$ cat src/rtl/uart_tx_arbiter.sv
// uart_tx_arbiter: packet-granular round-robin sharing of one UART TX core between two byte streams,
// with a lock timeout that reclaims the transmitter from a stalled owner.
module uart_tx_arbiter #(
  parameter int LOCK_TIMEOUT = 4800000,
  parameter int TO_WIDTH = 23
) (
  input  logic       clk_48mhz,
  input  logic       reset,
  input  logic       a_valid,
  input  logic [7:0] a_data,
  input  logic       a_last,
  output logic       a_ready,
  input  logic       b_valid,
  input  logic [7:0] b_data,
  input  logic       b_last,
  output logic       b_ready,
  output logic [7:0] tx_data,
  output logic       tx_start,
  input  logic       tx_busy,
  output logic [1:0] grant,
  output logic       timeout_err
);
  typedef enum logic [1:0] {IDLE, LOCKED, WAIT_ACCEPT, WAIT_DONE} state_t;
  state_t state_q, state_d;
  logic [1:0] grant_q, grant_d;
  logic last_owner_q, last_owner_d;
  logic [TO_WIDTH-1:0] cnt_q, cnt_d;
  logic [7:0] tx_data_q, tx_data_d;
  logic tx_start_q, tx_start_d;
  logic last_q, last_d;
  logic timeout_err_q, timeout_err_d;
  logic hs, pick_b, own_last;
  logic [7:0] own_data;
  assign a_ready = (state_q == LOCKED) & grant_q[0] & ~tx_busy;
  assign b_ready = (state_q == LOCKED) & grant_q[1] & ~tx_busy;
  assign hs = (a_ready & a_valid) | (b_ready & b_valid);
  assign own_data = grant_q[1] ? b_data : a_data;
  assign own_last = grant_q[1] ? b_last : a_last;
  // last_owner_q=1 means B; on contention the other requester wins
  assign pick_b = b_valid & ~(a_valid & last_owner_q);
  always_comb begin
    state_d = state_q;
    grant_d = grant_q;
    last_owner_d = last_owner_q;
    cnt_d = cnt_q;
    tx_data_d = tx_data_q;
    tx_start_d = 1'b0;
    last_d = last_q;
    timeout_err_d = 1'b0;
    case (state_q)
      IDLE: if (a_valid | b_valid) begin
        grant_d = pick_b ? 2'b10 : 2'b01;
        state_d = LOCKED;
        cnt_d = '0;
      end
      LOCKED: if (hs) begin
        tx_data_d = own_data;
        last_d = own_last;
        tx_start_d = 1'b1;
        state_d = WAIT_ACCEPT;
        cnt_d = '0;
      end else if (cnt_q == TO_WIDTH'(LOCK_TIMEOUT - 1)) begin
        state_d = IDLE;
        grant_d = 2'b00;
        timeout_err_d = 1'b1;
        last_owner_d = grant_q[1];
      end else begin
        cnt_d = cnt_q + 1'b1;
      end
      WAIT_ACCEPT: if (tx_busy) state_d = WAIT_DONE;
      WAIT_DONE: if (!tx_busy) begin
        if (last_q) begin
          state_d = IDLE;
          grant_d = 2'b00;
          last_owner_d = grant_q[1];
        end else begin
          state_d = LOCKED;
          cnt_d = '0;
        end
      end
      default: state_d = IDLE;
    endcase
  end
  always_ff @(posedge clk_48mhz or posedge reset) begin
    if (reset) begin
      state_q <= IDLE;
      grant_q <= 2'b00;
      last_owner_q <= 1'b1;
      cnt_q <= '0;
      tx_data_q <= 8'h00;
      tx_start_q <= 1'b0;
      last_q <= 1'b0;
      timeout_err_q <= 1'b0;
    end else begin
      state_q <= state_d;
      grant_q <= grant_d;
      last_owner_q <= last_owner_d;
      cnt_q <= cnt_d;
      tx_data_q <= tx_data_d;
      tx_start_q <= tx_start_d;
      last_q <= last_d;
      timeout_err_q <= timeout_err_d;
    end
  end
  assign grant = grant_q;
  assign tx_data = tx_data_q;
  assign tx_start = tx_start_q;
  assign timeout_err = timeout_err_q;
  a_grant_onehot0: assert property (@(posedge clk_48mhz) disable iff (reset) $onehot0(grant_q));
  a_start_pulse: assert property (@(posedge clk_48mhz) disable iff (reset) tx_start_q |=> !tx_start_q);
  a_ready_excl: assert property (@(posedge clk_48mhz) disable iff (reset) !(a_ready && b_ready));
endmodule

$ cat config.mk
export PLATFORM = sky130hd
export DESIGN_NAME = uart_tx_arbiter
export DESIGN_NICKNAME = d
export VERILOG_FILES = /design/src/rtl/uart_tx_arbiter.sv
export SDC_FILE = /design/constraint.sdc
export NUM_CORES = 1
export LEC_CHECK = 0
export CAP_MARGIN = 20
export CELL_PAD_IN_SITES_DETAIL_PLACEMENT = 0
export CELL_PAD_IN_SITES_GLOBAL_PLACEMENT = 2
export CORE_UTILIZATION = 34
export CTS_BUF_LIST = sky130_fd_sc_hd__clkbuf_16
export DETAILED_ROUTE_END_ITERATION = 16
export GPL_ROUTABILITY_DRIVEN = 0
export GPL_TIMING_DRIVEN = 1
export PLACE_DENSITY = 0.91
export SYNTH_ARGS = -nofsm -noshare
export SYNTH_HDL_FRONTEND = slang
export SYNTH_SLANG_ARGS = --single-unit
export TNS_END_PERCENT = 10
$ cat constraint.sdc
create_clock -name clk_48mhz -period 5.61 [get_ports clk_48mhz]
set_input_delay 1.683 -clock clk_48mhz [delete_from_list [all_inputs] [get_ports clk_48mhz]]
set_output_delay 1.683 -clock clk_48mhz [all_outputs]
set_load 0.02 [all_outputs]
==> flow_metrics.env <==
export IMPL_nNetsFinal=296
export IMPL_setup_viol_count_final=0
export IMPL_synth_flop_cell="dfrtp_1"
export IMPL_die_area_mm2=0.00658
export IMPL_powerDensity_mw_per_mm2=436
export IMPL_setup_tns_final_ns=0
export IMPL_cts_hold_buffers=0
export IMPL_synthCells=239
export IMPL_worst_slew_pin_slew_ns=0.956
export IMPL_p_leak_nw=1.12
export IMPL_rsz0062_at_grt="false"
export IMPL_tritoncts="built"
export IMPL_slew_headroom_pct=35.7
export IMPL_crit_start="tx_busy"
export IMPL_postSynth_asyncResetShare_pct=100
export IMPL_syn_avg_cell_area_um2=8.90
export IMPL_finClkSkew_ns=0.00625
export IMPL_ir_drop_v=0.000236
export IMPL_cts_num_sinks=39
export IMPL_grt_antenna_before_repair=0
export IMPL_path_class="in -> out"
export IMPL_via_count=1870
export IMPL_io_buffer_count=36
export IMPL_seq_area_frac_synth_pct=45.9
export IMPL_drive_gt1_share_pct=6.96
export IMPL_core_area_mm2=0.00599
export IMPL_synth_cell_types=43
export IMPL_drc_errors=0
export IMPL_yosys_warnings=0
export IMPL_worstSetupEndpoint="a_ready"
export IMPL_whs_ns=0.469
export IMPL_synth_seq_cells=39
export IMPL_die_y_um=81.1
export IMPL_hold_class="reg -> reg"
export IMPL_dp_hpwl_um=3330
export IMPL_grt_usage_pct=16.7
export IMPL_syn_nets=263
export IMPL_r2r_cells=6
export IMPL_maxCapViolations=0
export IMPL_reg2reg_slack_ns=3.14
export IMPL_cts_max_level=2
export IMPL_instances_no_fill=348
export IMPL_slew_viol_final=0
export IMPL_critPathCaptureType="output port"
export IMPL_cp_required_ns=3.93
export IMPL_diodes=0
export IMPL_root_buffer="clkbuf_16"
export IMPL_slowest_stage="clkdlybuf4s50_1"
export IMPL_synth_edff_count=0
export IMPL_r2r_start="cnt_q[0]$_DFFE_PP0P_"
export IMPL_rows=28
export IMPL_fin_crit_sh_pct=87.7
export IMPL_dp_cells=339
export IMPL_grt_pass1_vias=1705
export IMPL_rr_endpoint="cnt_q[2]$_DFFE_PP0P_"
export IMPL_area_growth_pct=26.3
export IMPL_start_kind="primary input"
export IMPL_wl_um=5010
export IMPL_overflow=0
export IMPL_cp_max_fo=7
export IMPL_post_cts_resized=0
export IMPL_dpl_worst_slack_ns=0.704
export IMPL_fin_ws_ns=0.691
export IMPL_start_util_pct=35.5
export IMPL_routedWlPerCell_um=14.4
export IMPL_insertion_delay_ns=0.28
export IMPL_cp_cell_sequence="clkdlybuf4s50_1 > nand2b_1 > nor3_1 > clkdlybuf4s50_1"
export IMPL_slowest_delay_ns=0.63
export IMPL_die_x_um=81.1
export IMPL_drtAntennaViolNets=0
export IMPL_clock_path_buffers=2
export IMPL_dr_first_iter_drc_count=98
export IMPL_numCtsBuffers=5
export IMPL_hold_viol=0
export IMPL_drtPass1Iterations=4
export IMPL_clock_fmax_ghz=0.203
export IMPL_synth_cell_area_mm2=0.00213
export IMPL_min_period_ns=4.92
export IMPL_arrival_ns=3.24
export IMPL_cts_setup_buffers=0
export IMPL_cts_reportedPaths_clkPinSlew_ns=0.05
export IMPL_via_per_inst=5.37
export IMPL_status="finished clean"
export IMPL_grt_pass1_wl_um=8340
export IMPL_crit_top_cell="clkdlybuf4s50_1"
export IMPL_grt_start_max_net_pins=40
export IMPL_ios=37
export IMPL_power_mw=1.17
-- how the worst min path moves through the flow --
stage / from / endpoint / cells after the start
5_1_grt: cnt_q[22]$_DFFE_PP0P_ / cnt_q[22]$_DFFE_PP0P_ / 1
2_1_floorplan: cnt_q[22]$_DFFE_PP0P_ / cnt_q[22]$_DFFE_PP0P_ / 1
6_report: cnt_q[22]$_DFFE_PP0P_ / cnt_q[22]$_DFFE_PP0P_ / 1
4_1_cts: cnt_q[22]$_DFFE_PP0P_ / cnt_q[22]$_DFFE_PP0P_ / 1
3_5_place_dp: cnt_q[22]$_DFFE_PP0P_ / cnt_q[22]$_DFFE_PP0P_ / 1
3_3_place_gp: cnt_q[22]$_DFFE_PP0P_ / cnt_q[22]$_DFFE_PP0P_ / 1
-- where the power goes --
group	switching, mW	internal (mW)	total (mW)
Clock	0.111	0.162	0.273
Sequential	0.0709	0.345	0.416
Combinational	0.276	0.207	0.484
-- synth_stat cells, types with 2 or more instances --
cell type / count / area, um^2
mux2i_1: 10 / 100
o22ai_1: 4 / 25.0
o211ai_1: 4 / 30.0
and3_1: 5 / 31.3
o21a_1: 2 / 15.0
inv_1: 10 / 37.5
and2_1: 2 / 12.5
buf_6: 2 / 22.5
nand4_1: 4 / 25.0
nor4b_1: 2 / 17.5
nand2b_1: 5 / 31.3
nand3_1: 12 / 60.1
nor4_1: 2 / 12.5
o21ai_0: 20 / 100
clkbuf_1: 8 / 30.0
nand2_1: 25 / 93.8
or2_2: 2 / 12.5
nor3_1: 8 / 40.0
a21oi_1: 22 / 110
a31oi_1: 6 / 37.5
nor2_1: 18 / 67.6
o31ai_1: 3 / 22.5
dfrtp_1: 38 / 951
o311ai_0: 4 / 35.0
a21o_1: 2 / 15.0
buf_2: 2 / 10.0
-- critical path: cells and delay by family --
family                 cells  cell delay (ns)
buffers and inverters      2             1.08
and+or+nand+nor            2             0.47
-- layer usage --
metal  share of wire, %  wire length (um)  up-vias  GRT usage (%)
met5                  0                 0        -              0
met4                1.5                73        0           5.89
met3                3.6               181        7           3.48
met2                 46              2310       38           26.4
met1                 49              2450      892           22.4
li1                   -                 -      933              -
-- sequential cells by signal, summed over array words and instances, names as in the netlist, named ones only --
| register | count |
|---|---|
| grant | 2 |
| state_q | 1 |
| last_q | 1 |
| cnt_q | 23 |
| last_owner_q | 1 |
| tx_start | 1 |
| timeout_err | 1 |
| tx_data | 8 |
-- layout make-up --
cell class	count	area (um^2)
clock inverter	3	16.3
inverter	10	37.5
clock buffer	5	125
multi-input combinational	177	1050
sequential	39	977
tap	75	93.8
fill	571	3300
timing repair buffer	39	389
-- metrics by stage --
stage / instance area (um^2) / utilization (%)
floorplan: 2130 / -
global placement: 2530 / 42.3
detailed placement: 2530 / 42.3
CTS: 2670 / 44.6
global route: 2690 / 44.8
finish: 2690 / 44.8
-- cells in the final DEF, fill, tap and decap left out, types with 2 or more instances in the layout --
cell type        synthesis  layout
inv_1                   10      11
nand2_1                 25      25
o22ai_1                  4       4
dfrtp_1                 38      38
nand4_1                  4       4
nor2_1                  18      18
clkbuf_16                0       5
o21a_1                   2       2
o211ai_1                 4       4
nor4_1                   2       2
a21oi_1                 22      22
nand3_1                 12      12
and2_1                   2       2
clkdlybuf4s50_1          0      36
and3_1                   5       5
buf_4                    1       2
nor4b_1                  2       2
nor3_1                   8       7
nand2b_1                 5       5
or2_2                    2       2
mux2i_1                 10      10
a21o_1                   2       2
o31ai_1                  3       3
a31oi_1                  6       6
o21ai_0                 20      19
o311ai_0                 4       4
-- logic make-up after synthesis --
kind of cell	after synthesis	share of synthesized area, %
buffers and inverters	23	5.06
adders and majority gates	1	0.588
AOI/OAI and AO/OA	71	19.9
muxes	11	5.41
DFF	39	45.9
and+or+nand+nor	94	23.1
No activity file was read; power rests on OpenSTA's default activity.
